[src/rtl/dogx_output_serializer.sv]
// Serializes 11-bit DOGX converter samples into framed MSB-first SCLK/SDO/FS output.
// A one-deep holding register sits between the sample strobe and the shifter; lost samples flag overrun.
module dogx_output_serializer #(
  parameter int DATA_W     = 11,
  parameter int FRAME_BITS = 16,
  parameter int CLK_DIV    = 1
)(
  input  logic              CLK_24M,
  input  logic              reset,
  input  logic              en,
  input  logic [DATA_W-1:0] sample_in,
  input  logic              sample_valid,
  input  logic              overrun_clr,
  output logic              sclk_out,
  output logic              sdo,
  output logic              fs,
  output logic              busy,
  output logic              overrun
);
  localparam int PW  = (CLK_DIV > 1) ? $clog2(CLK_DIV) : 1;
  localparam int BW  = (FRAME_BITS > 2) ? $clog2(FRAME_BITS) : 1;
  localparam int PAD = FRAME_BITS - DATA_W;

  typedef enum logic {IDLE, SHIFT} state_t;
  state_t state, state_nxt;

  logic [PW-1:0]         presc;
  logic [BW-1:0]         bitcnt;
  logic [FRAME_BITS-1:0] shreg;
  logic [DATA_W-1:0]     hold;
  logic                  hold_full;
  logic                  tick, fall, last_bit;
  logic                  load, shift, stop;

  assign tick     = en && (presc == PW'(CLK_DIV - 1));
  assign fall     = tick && sclk_out;
  assign last_bit = (bitcnt == BW'(FRAME_BITS - 1));
  // sdo is the shifter MSB; shreg is cleared whenever the link idles
  assign sdo      = shreg[FRAME_BITS-1];

  always_ff @(posedge CLK_24M) begin
    if (!reset || !en) state <= IDLE;
    else               state <= state_nxt;
  end

  always_comb begin
    state_nxt = state;
    case (state)
      IDLE:  if (fall && hold_full)             state_nxt = SHIFT;
      SHIFT: if (fall && last_bit && !hold_full) state_nxt = IDLE;
      default:                                  state_nxt = IDLE;
    endcase
  end

  always_comb begin
    load  = 1'b0;
    shift = 1'b0;
    stop  = 1'b0;
    if (fall) begin
      case (state)
        IDLE:  load = hold_full;
        SHIFT: begin
          if (last_bit) begin
            load = hold_full;
            stop = !hold_full;
          end else begin
            shift = 1'b1;
          end
        end
        default: ;
      endcase
    end
  end

  always_ff @(posedge CLK_24M) begin
    if (!reset) begin
      presc     <= '0;
      sclk_out  <= 1'b0;
      hold      <= '0;
      hold_full <= 1'b0;
      overrun   <= 1'b0;
      shreg     <= '0;
      fs        <= 1'b0;
      busy      <= 1'b0;
      bitcnt    <= '0;
    end else begin
      if (!en) begin
        presc    <= '0;
        sclk_out <= 1'b0;
      end else if (tick) begin
        presc    <= '0;
        sclk_out <= ~sclk_out;
      end else begin
        presc    <= presc + 1'b1;
      end

      // A strobe landing on the consume cycle refills the hold without loss
      if (sample_valid) begin
        hold      <= sample_in;
        hold_full <= 1'b1;
      end else if (load || !en) begin
        hold_full <= 1'b0;
      end

      if (sample_valid && hold_full && !load) overrun <= 1'b1;
      else if (overrun_clr)                   overrun <= 1'b0;

      if (!en || stop) begin
        shreg  <= '0;
        fs     <= 1'b0;
        busy   <= 1'b0;
        bitcnt <= '0;
      end else if (load) begin
        shreg  <= FRAME_BITS'(hold) << PAD;
        fs     <= 1'b1;
        busy   <= 1'b1;
        bitcnt <= '0;
      end else if (shift) begin
        shreg  <= shreg << 1;
        fs     <= 1'b0;
        bitcnt <= bitcnt + 1'b1;
      end
    end
  end
endmodule

[config.mk]
export PLATFORM = sky130hd
export DESIGN_NAME = dogx_output_serializer
export DESIGN_NICKNAME = d
export VERILOG_FILES = /design/src/rtl/dogx_output_serializer.sv
export SDC_FILE = /design/constraint.sdc
export NUM_CORES = 1
export LEC_CHECK = 0
export ABC_CLOCK_PERIOD_IN_PS = 1750
export BUFFER_PORTS_ARGS = -buffer_cell sky130_fd_sc_hd__buf_2
export CAP_MARGIN = 30
export CORE_UTILIZATION = 45
export DETAILED_ROUTE_END_ITERATION = 10
export MAX_ROUTING_LAYER = met4
export PLACE_DENSITY = 0.67
export SYNTH_ARGS = -nofsm -noshare
export SYNTH_HDL_FRONTEND = slang
export SYNTH_SLANG_ARGS = --single-unit
[constraint.sdc]
create_clock -name CLK_24M -period 1.75 [get_ports CLK_24M]
set_input_delay 0.2625 -clock CLK_24M [delete_from_list [all_inputs] [get_ports CLK_24M]]
set_output_delay 0.2625 -clock CLK_24M [all_outputs]
set_load 0.01 [all_outputs]
# == Word-level counts from Yosys, hierarchy flattened ==
# Index checks and enable logic that the tools add are counted.
# word_totals
register_bits,33
in_bits,16
out_inout_bits,5
elab_cells,59
# op_classes
n_addsub,2
n_eq_ne,1
muxes,20
bitwise_logic,5
n_reduce_logical,21
# ops
cell,count
16-bit 2-to-1 mux,2
1-bit 2-to-1 mux,16
1-bit logical AND,7
2-bit nonzero test,3
3-bit OR reduction,2
1-bit NOT,5
4-bit by 1-bit adder with 4-bit output (second input constant),1
4-bit equality test (second input constant),1
1-bit logical NOT,4
1-bit one-hot mux with 2 select lines,2
1-bit logical OR,3
2-bit AND reduction,1
2-bit OR reduction,1
1-bit adder (second input constant),1

# == Logic depth before layout (Yosys ltp) ==
# logic_depth
word_depth,7
ltp_mapped,6
depth_no_buf,5

# == Least setup slack after synthesis ==
# OpenSTA, ideal clock, no wires.
# synth_timing
path_kind,reg2reg
startpoint,reg bitcnt[0]
endpoint,reg shreg[10]
setup_time_ns,0.125
t_arrival_ns,1.270
required_ns,1.625
path_slack_ns,0.354
stages_incl_launch_ff,6
path_buffers,1
period_less_slack_ns,1.396
path_cell_list,dfxtp_1 ha_1 nand3_2 o311ai_4 buf_4 a211oi_1
# synth_between
elab_chain_cells,6
word_cells_on_any_way,14
cone_classes,1 x eq/ne; 10 x mux; 3 x reduce/logical
# synth_lines
element,line,rtl
start: declaration,28,logic [BW-1:0] bitcnt;
start signal: assignment,121,bitcnt <= bitcnt + 1'b1;
4-bit equality test *,37,assign last_bit = (bitcnt == BW'(FRAME_BITS - 1));
1-bit 2-to-1 mux,63,if (last_bit) begin
1-bit 2-to-1 mux,60,case (state)
1-bit 2-to-1 mux,59,if (fall) begin
1-bit logical OR,108,if (!en || stop) begin
2-bit OR reduction (no line),-,
end signal: assignment,114,shreg <= FRAME_BITS'(hold) << PAD;
end signal: assignment,119,shreg <= shreg << 1;
end: declaration,29,logic [FRAME_BITS-1:0] shreg;
# Every way passes the cells marked *; elsewhere a longest branch is shown, timed or not.
# A chain may end at the register's enable or synchronous reset.

# == Worst setup path after layout ==
# layout_timing
startpoint,reg bitcnt[0]
endpoint,reg shreg[13]
# The elaborated chain is that of the path after synthesis.

==> flow_summary.ini <==
[run_status]
outcome = finished, final reports clean

[clock_network]
cts_root_buf = clkbuf_4
cts_buffers = 5
cts.path.max_buffers = 2
cts_resized = 0
post_cts_buffers = 0
clk-insertion-delay-late_ns = 0.34
clk_pin_slew_ns = 0.10
htreeDepth = 2
cts_tree = built
cts_hold_buf = 0
cts_sinks = 33

[floorplanning]
pin_count = 21
start_util_pct = 47.2
die_y_um = 58.4
die_w_um = 58.4
dieArea_um2 = 3400
core-area_um2 = 3030
std_cell_rows = 20

[timing]
setup_viol = 0
slew_violations = 0
min_period_ns = 1.53
period_share_pct = 87.7
hold_viol = 0
worst_slack_ns = 0.216
setup_tns_ns = 0
rsz0062_at_grt = false
worstMarginPinSlew_ns = 0.603
fmax_mhz = 652
finClkSkew_ns = 0.00997
relSlewSlack_pct = 59.7

[worst_setup_path]
crit_chain = ha_1 > nand3_2 > o311ai_4 > a211oi_1
critPathKind = reg -> reg
cp_top_family = compound AO/OA/AOI/OAI gates
critPathMaxStageDelay_ns = 0.59
cp_num_buf_inv = 0
cp.arrival_ns = 1.73
cp-start-kind = flop
cp_max_fo = 13
crit_slowest_cell = o311ai_4
crit_required_ns = 1.94
endpoint_kind = flop

[grt]
antenna_found_initial = 0
grt_pass1_vias = 1050
grt_pass1_wl_mm = 4.82
grt_max_degree = 16
grt_overflow_total = 0
track_usage_pct = 19.8

[synth]
ys_seq_elements = 33
ys_seq_area_share_pct = 46.2
synth_top_cell_by_area = dfxtp_1
synthTopCellsByArea = dfxtp_1, mux2i_1, o22ai_1
synth.most_common_cell = dfxtp_1
synthesis.nets = 161
synthTopCellsByCount = dfxtp_1, o22ai_1, mux2i_1, nor2b_1, a211oi_1
synthCells = 144
synth_top_flop_cell = dfxtp_1
synth_cell_types = 30
ys_async_sr_fraction_pct = 0
synth_top_area_share_pct = 46.2
avgSynthCellArea_um2 = 9.92
yosys_warnings = 0
synth-edff-count = 0
syn_area_um2 = 1430

[cells_and_area]
drive_gt1_share_pct = 21.1
area_growth_syn_to_layout_pct = 12.8
fill_cells = 287
diodes = 0
fin_nets = 183

[placed_design]
dp.final_hpwl_mm = 1.94
place.gp.congestion = 0.814
portBuffers = 20
place_ws_ns = 0.244

[detailed_routing]
vias_per_cell = 5.41
wire_per_inst_um = 13.5
ant_nets = 0
drc_errors = 0
num_vias = 1136
routed_wl_mm = 2.84
dr.pass1.iters = 4
drtIter0Drc = 35

[power]
leakage_nw = 0.650
peakVddDrop_mv = 0.407
power.density_nw_per_um2 = 827

[flow_run]
max-cap-violations = 0

[worst_hold_path]
min_path_type = in -> reg
## state kept, by name, summed over array words and instances (netlist names)
register   flops
busy           1
hold_full      1
presc          1
hold          11
overrun        1
bitcnt         4
shreg         11
fs             1
sclk_out       1
state          1
## cells by family (layout without fill, tap and decap cells)
kind of cell             count (synthesis)  in the layout  share of synthesized area [%]
buffers and inverters                   13             35                           5.60
flip-flops                              33             33                           46.2
multiplexers                            14             14                           9.81
other                                    1              1                          0.262
adder cells (fa/ha/maj)                  1              1                          0.876
AND/OR/NAND/NOR                         37             37                           15.2
AO/OA/AOI/OAI                           42             42                           20.1
XOR/XNOR                                 3              3                           1.84
## tightest hold or removal path, stage by stage
cell	delay (ns)
buf_2	0.07
mux2i_1	0.05
nor2b_1	0.09
## metal layers
metal  vias to the layer above  wire length, um  track usage, %  share of wire (%)
met4                         0               34            8.16                1.2
met2                        43             1310            29.1                 46
li1                        571                -               -                  -
met1                       516             1310            24.9                 46
met3                         6              182            6.81                6.4
met5                         -                0               -                  0
## through the flow
stage          area, um2  hold slack [ns]  power (W)  std cells  util [%]
6_report            1610            0.172    0.00133        210      53.2
5_1_grt             1610            0.178    0.00139        210      53.2
4_1_cts             1610            0.168    0.00134        210      53.2
3_5_place_dp        1560            0.465   0.000913        203      51.4
3_3_place_gp        1560            0.459   0.000908        203      51.4
2_1_floorplan       1430            0.391   0.000877        144         -
## cells in the final DEF, fill, tap and decap left out, types with 5 or more instances in the layout
cell      count
nor2b_1      13
buf_2        20
dfxtp_1      33
o22ai_1      18
a211oi_1      9
mux2i_1      14
buf_4         6
a21oi_1       6
nand2_1       6
nor2_1        6
clkbuf_4      5
## cell type report
type	count	area, um2	area share (%)
clock buffers	7	55.1	3.42
well taps	44	55.1	3.42
repair buffers	26	145	9.01
multi-input cells	98	688	42.7
inverters	2	7.51	0.466
flip-flops and latches	33	661	41.0
## power breakdown
part	switching, W	internal (W)
sequential	0.0000141	0.000771
combinational	0.0000553	0.0000546
clock	0.000247	0.000189
## path summary, 6_finish.rpt
check	start	endpoint	slack [ns]	cells past startpoint
max	bitcnt[0]	shreg[13]	0.22	4
max reg2reg	bitcnt[0]	shreg[13]	0.22	4
min reg2reg	shreg[15]	shreg[15]	0.47	2
min	sample_in[3]	hold[3]	0.17	3
Note: power is estimated with default switching activity, not from simulation.
